File: src/rtl/ghpc_and_chain_pipe_if.sv
// Operand/result bundle for the masked AND chain: both operand shares, fresh randomness, result shares.
// Latency is set by the attached pipe, not by this bundle.
// No backpressure: there is no ready signal, and the consumer must accept every cycle.
interface ghpc_and_chain_pipe_if #(
  parameter int CHAIN = 3
);
  logic             in_valid;
  logic [CHAIN-1:0] x_s0;
  logic [CHAIN-1:0] x_s1;
  logic [CHAIN-2:0] r;
  logic             out_valid;
  logic             y_s0;
  logic             y_s1;

  modport master (
    output in_valid, x_s0, x_s1, r,
    input  out_valid, y_s0, y_s1
  );

  modport slave (
    input  in_valid, x_s0, x_s1, r,
    output out_valid, y_s0, y_s1
  );
endinterface

File: src/rtl/ghpc_and_chain_pipe.sv
// Masked 2-share AND chain y = &x built from CHAIN-1 cascaded GHPC AND gadgets.
// Latency (CHAIN-1)*S cycles, where S=2 (OUT_REG=0) or S=3 (OUT_REG=1).
// No backpressure: the pipe is fully pipelined, takes one issue per cycle and never stalls.
module ghpc_and_chain_pipe #(
  parameter int CHAIN   = 3,
  parameter int OUT_REG = 0
) (
  input logic                  clk,
  input logic                  rst,
  ghpc_and_chain_pipe_if.slave bus
);
  localparam int G = CHAIN - 1;
  localparam int S = (OUT_REG != 0) ? 3 : 2;
  localparam int L = G * S;

  // Chain of a-operand shares: index j feeds gadget j, and index j+1 is the output of gadget j.
  logic [G:0] a_s0;
  logic [G:0] a_s1;

  assign a_s0[0]  = bus.x_s0[0];
  assign a_s1[0]  = bus.x_s1[0];
  assign bus.y_s0 = a_s0[G];
  assign bus.y_s1 = a_s1[G];

  logic [L-1:0] vld_sr;

  // Valid tracking: in_valid delayed by the full chain latency; issues made during reset are dropped.
  always_ff @(posedge clk) begin
    if (rst) vld_sr <= '0;
    else     vld_sr <= {vld_sr[L-2:0], bus.in_valid};
  end

  assign bus.out_valid = vld_sr[L-1];

  for (genvar j = 0; j < G; j++) begin : g_gadget
    localparam int D = j * S;

    logic       a0, a1, b_s0, b_s1, q;
    logic [3:0] p_q;
    logic       a1_q, b1_q;
    logic [3:0] qt_q;
    logic [S-1:0] r_dly;

    assign a0 = a_s0[j];
    assign a1 = a_s1[j];
    assign q  = bus.r[j];

    if (D == 0) begin : g_nodly
      assign b_s0 = bus.x_s0[j+1];
      assign b_s1 = bus.x_s1[j+1];
    end else begin : g_dly
      logic [D-1:0] d_s0;
      logic [D-1:0] d_s1;

      // Hold both shares of operand j+1 back so that they meet the a operand arriving from gadget j-1.
      always_ff @(posedge clk) begin
        if (rst) begin
          d_s0 <= '0;
          d_s1 <= '0;
        end else begin
          d_s0 <= {d_s0[D-2:0], bus.x_s0[j+1]};
          d_s1 <= {d_s1[D-2:0], bus.x_s1[j+1]};
        end
      end

      assign b_s0 = d_s0[D-1];
      assign b_s1 = d_s1[D-1];
    end

    // Step 1: form all four share-0 minterms, each masked by q, and register share 1 beside them.
    always_ff @(posedge clk) begin
      if (rst) begin
        p_q  <= '0;
        a1_q <= 1'b0;
        b1_q <= 1'b0;
      end else begin
        p_q[0] <= ( a0 &  b_s0) ^ q;
        p_q[1] <= (~a0 &  b_s0) ^ q;
        p_q[2] <= ( a0 & ~b_s0) ^ q;
        p_q[3] <= (~a0 & ~b_s0) ^ q;
        a1_q   <= a1;
        b1_q   <= b_s1;
      end
    end

    // Step 2: share 1 selects exactly one masked minterm, and each term is registered before the XOR.
    always_ff @(posedge clk) begin
      if (rst) begin
        qt_q <= '0;
      end else begin
        qt_q[0] <= p_q[0] & ~a1_q & ~b1_q;
        qt_q[1] <= p_q[1] &  a1_q & ~b1_q;
        qt_q[2] <= p_q[2] & ~a1_q &  b1_q;
        qt_q[3] <= p_q[3] &  a1_q &  b1_q;
      end
    end

    // Output share 0 is the mask itself, delayed so that it lines up with share 1.
    always_ff @(posedge clk) begin
      if (rst) r_dly <= '0;
      else     r_dly <= {r_dly[S-2:0], q};
    end

    assign a_s0[j+1] = r_dly[S-1];

    if (OUT_REG != 0) begin : g_oreg
      logic o_q;

      // An extra register on share 1 breaks the XOR path into the next gadget.
      always_ff @(posedge clk) begin
        if (rst) o_q <= 1'b0;
        else     o_q <= ^qt_q;
      end

      assign a_s1[j+1] = o_q;
    end else begin : g_ocomb
      assign a_s1[j+1] = ^qt_q;
    end
  end
endmodule
File: src/flat_wrapper.sv
// flat-port wrapper written by rule: the top's interface ports become plain ports
module ghpc_and_chain_pipe_flat 
#(
  parameter int CHAIN   = 3,
  parameter int OUT_REG = 0
)
  (clk, rst, bus_in_valid, bus_x_s0, bus_x_s1, bus_r, bus_out_valid, bus_y_s0, bus_y_s1);
  ghpc_and_chain_pipe_if #(.CHAIN(CHAIN)) bus_i ();
  input logic clk;
  input logic rst;
  input wire logic [$bits(bus_i.in_valid)-1:0] bus_in_valid;
  input wire logic [$bits(bus_i.x_s0)-1:0] bus_x_s0;
  input wire logic [$bits(bus_i.x_s1)-1:0] bus_x_s1;
  input wire logic [$bits(bus_i.r)-1:0] bus_r;
  output wire logic [$bits(bus_i.out_valid)-1:0] bus_out_valid;
  output wire logic [$bits(bus_i.y_s0)-1:0] bus_y_s0;
  output wire logic [$bits(bus_i.y_s1)-1:0] bus_y_s1;
  assign bus_i.in_valid = bus_in_valid;
  assign bus_i.x_s0 = bus_x_s0;
  assign bus_i.x_s1 = bus_x_s1;
  assign bus_i.r = bus_r;
  assign bus_out_valid = bus_i.out_valid;
  assign bus_y_s0 = bus_i.y_s0;
  assign bus_y_s1 = bus_i.y_s1;
  ghpc_and_chain_pipe #(.CHAIN(CHAIN), .OUT_REG(OUT_REG)) u_core (.clk(clk), .rst(rst), .bus(bus_i));
endmodule
File: config.mk
export PLATFORM = sky130hd
export DESIGN_NAME = ghpc_and_chain_pipe_flat
export DESIGN_NICKNAME = d
export VERILOG_FILES = /design/src/rtl/ghpc_and_chain_pipe_if.sv /design/src/rtl/ghpc_and_chain_pipe.sv /design/src/flat_wrapper.sv
export SDC_FILE = /design/constraint.sdc
export NUM_CORES = 1
export LEC_CHECK = 0
export ABC_AREA = 1
export BUFFER_PORTS_ARGS = -buffer_cell sky130_fd_sc_hd__buf_2
export CORE_MARGIN = 2
export CORE_UTILIZATION = 46
export DETAILED_ROUTE_END_ITERATION = 8
export HOLD_SLACK_MARGIN = 0.06
export PLACE_DENSITY_LB_ADDON = 0.08
export REMOVE_ABC_BUFFERS = 1
export SLEW_MARGIN = 20
export SYNTH_ARGS = -nofsm -noshare
export SYNTH_HDL_FRONTEND = slang
export SYNTH_SLANG_ARGS = --single-unit
File: constraint.sdc
create_clock -name clk -period 0.8 [get_ports clk]
set_input_delay 0.12 -clock clk [delete_from_list [all_inputs] [get_ports clk]]
set_output_delay 0.12 -clock clk [all_outputs]
set_load 0.05 [all_outputs]
==> results.sh <==
export IMPL_cp_arrival_ps=1160
export IMPL_syn_to_final_growth_pct=23.3
export IMPL_synthCells=134
export IMPL_dieArea_sq_um=2980
export IMPL_synth_seq_cells=32
export IMPL_maxCapViolations=0
export IMPL_fin_worst_hold_slack_ps=27.3
export IMPL_place_area_sq_um=1280
export IMPL_antenna_found_initial=0
export IMPL_violations="setup timing"
export IMPL_firstDrtPassIters=4
export IMPL_p_leak_nw=0.601
export IMPL_fin_ws_ps=-484
export IMPL_p_sw_uw=678
export IMPL_nets=171
export IMPL_post_route_util_pct=59.1
export IMPL_ir_worst_vdd_mv=1.17
export IMPL_cellPowerDensity_nw_per_um2=1920
export IMPL_hold_depth=2
export IMPL_rrSetupSlack_ps=60
export IMPL_ios=14
export IMPL_slowest_delay_ps=330
export IMPL_synth_warnings=0
export IMPL_pwr_share_clk_pct=29.4
export IMPL_synth_seq_area_share_pct=54.4
export IMPL_outcome="finished with violations"
export IMPL_num_vias=866
export IMPL_cts_hold_buf=7
export IMPL_drive_above_1_share_pct=44.4
export IMPL_setup_tns_ps=-724
export IMPL_final_common_cell="dfxtp_1"
export IMPL_cts_tree="yes"
export IMPL_crit_chain="xnor2_2 > nand2b_1 > nand2_1 > buf_6"
export IMPL_clk_pin_slew_ps=90
export IMPL_worstPathRequired_ps=680
export IMPL_syn_avg_cell_area_sq_um=8.79
export IMPL_p_sw_share_pct=24.3
export IMPL_final_max_slew_viol_count=0
export IMPL_hold_class="input port to register"
export IMPL_p_seq_share_pct=60.8
export IMPL_grt_pass1_vias=774
export IMPL_start_util_pct=48.0
export IMPL_via_per_inst=4.56
export IMPL_worst_hold_startpoint="rst"
export IMPL_power_total_mw=2.78
export IMPL_track_usage_pct=14.7
export IMPL_period_share_pct=160
export IMPL_critPathKind="register to primary output"
export IMPL_finalHoldViolations=0
export IMPL_grt_max_degree=12
export IMPL_fmax_mhz=779
export IMPL_critPathMaxFanout=2
export IMPL_synth_cell_type_count=17
export IMPL_final_cell_mix="dfxtp_1, nand2_1, nor2_2"
export IMPL_io_buffer_count=13
export IMPL_dp_hpwl_um=1220
export IMPL_reg2regPathDepth=5
export IMPL_wl_per_cell_um=9.15
export IMPL_intPower_mw=2.11
export IMPL_stdcell_area_sq_um=1450
export IMPL_fin_skew_ps=3.60
export IMPL_cp_end_kind="primary output"
export IMPL_cp_start_kind="register"
export IMPL_min_period_ps=1280
export IMPL_r2r_end="u_core.g_gadget[1].a1_q"
export IMPL_rows=18
export IMPL_cts_num_sinks=32
export IMPL_synthesis_area_sq_um=1180
export IMPL_fillers=225
export IMPL_worstHoldEndpoint="u_core.g_gadget[0].qt_q[0]"
export IMPL_routed_wl_um=1740
export IMPL_setup_viol_count_final=3
export IMPL_drc_errors=0
export IMPL_post_cts_repair_setup_buffers=0
export IMPL_cts_root_buf="clkbuf_4"
export IMPL_core_area_sq_um=2450
export IMPL_maxSlewHeadroom_pct=87.2
export IMPL_gp_congestion=0.632
export IMPL_die_height_um=54.6
export IMPL_gr_total_overflow=0
export IMPL_antenna_left=0
export IMPL_rsz0062_at_grt="true"
export IMPL_drtIter0Drc=5
export IMPL_die_width_um=54.6
export IMPL_clock_path_buffers=2
export IMPL_rr_startpoint="u_core.g_gadget[0].qt_q[0]"
export IMPL_htree_num_levels=2
export IMPL_tightest_slew_ps=190
export IMPL_clk_insertion_delay_late_ps=320
export IMPL_combPwrFrac_pct=9.7
export IMPL_cts_buffers_inserted=5
export IMPL_diodes=0
export IMPL_grt_pass1_wl_um=2900
export IMPL_slowest_stage="dfxtp_1"
-- worst max-delay path, delay by kind of cell, from the launching register on --
kind,cells,cell delay (ps)
flip-flops,1,330
AND/OR/NAND/NOR,2,220
buffers and inverters,1,150
XOR/XNOR,1,130
-- final cells by class --
cell class,count,area (sq um),share of cell area [%]
flip-flops and latches,32,654,45.1
multi-input cells,74,430,29.7
repair buffers,22,186,12.8
inverters,25,96.3,6.64
clock buffers,6,41.3,2.84
well taps,30,37.5,2.59
clock inverters,1,5.00,0.345
-- registers in the layout, indices dropped and copies added (netlist names) --
signal and cells:
u_core.g_gadget.a1_q 2, u_core.g_gadget.b1_q 2, u_core.g_gadget.g_dly.d_s0 2, u_core.g_gadget.g_dly.d_s1 2
u_core.g_gadget.p_q 8, u_core.g_gadget.qt_q 8, u_core.g_gadget.r_dly 4, u_core.vld_sr 4
-- stage by stage --
stage | cells | setup slack, ps
2_1_floorplan | 131 | -204
3_3_place_gp | 177 | -168
3_5_place_dp | 177 | -216
4_1_cts | 191 | -511
5_1_grt | 190 | -569
6_report | 190 | -484
-- Yosys cell counts, drive strengths merged --
master  number  share of area, %
inv         23               7.3
nor4         1              0.53
nand2b       2               1.1
dfxtp       32                54
xnor2        2               1.5
nand3       11               4.7
buf          3               2.9
nor2        18               9.6
nand2       19               6.1
o21ai        8               3.4
nor3         4               3.0
a21oi        9               4.8
clkinv       2              0.85
-- kinds of logic after synthesis --
kind of cell / Yosys count / synth area share [%]
AOI/OAI and AO/OA: 17 / 8.18
xor gates and xnor gates: 2 / 1.49
buffers and inverters: 28 / 11.1
DFF: 32 / 54.4
and+or+nand+nor: 55 / 24.9
-- what timing repair did --
action	in CTS	in global routing
pin swaps	2	5
hold endpoints to repair	7	1
endpoints found under the setup margin	3	8
cloned	0	0
gates resized for setup	10	16
-- power by group through the flow --
stage	clock [mW]	combinational [mW]	sequential, mW
3_3_place_gp	0	0.225	1.72
2_1_floorplan	0	0.119	1.73
4_1_cts	0.859	0.268	1.69
6_report	0.819	0.271	1.69
5_1_grt	0.931	0.304	1.70
3_5_place_dp	0	0.234	1.73
-- worst max-delay path by stage --
stage	startpoint	endpoint	slack (ps)	cells past startpoint
after floorplan	u_core.g_gadget[1].qt_q[3]	bus_y_s1	-200	3
after global placement	u_core.g_gadget[1].qt_q[3]	bus_y_s1	-170	4
after detailed placement	u_core.g_gadget[1].qt_q[2]	bus_y_s1	-220	4
after CTS	u_core.g_gadget[1].qt_q[2]	bus_y_s1	-510	4
after global routing	u_core.g_gadget[1].qt_q[1]	bus_y_s1	-570	4
final	u_core.g_gadget[1].qt_q[1]	bus_y_s1	-480	4
-- per-layer routing --
layer	share of wire (%)	up-vias	track usage (%)	wire, um
li1	-	463	-	-
met1	41	380	13.9	712
met2	52	18	24.4	906
met3	4.3	5	5.74	75
met4	2.5	0	12.5	44
met5	0	-	0	0
(Power assumes the default switching activity.)
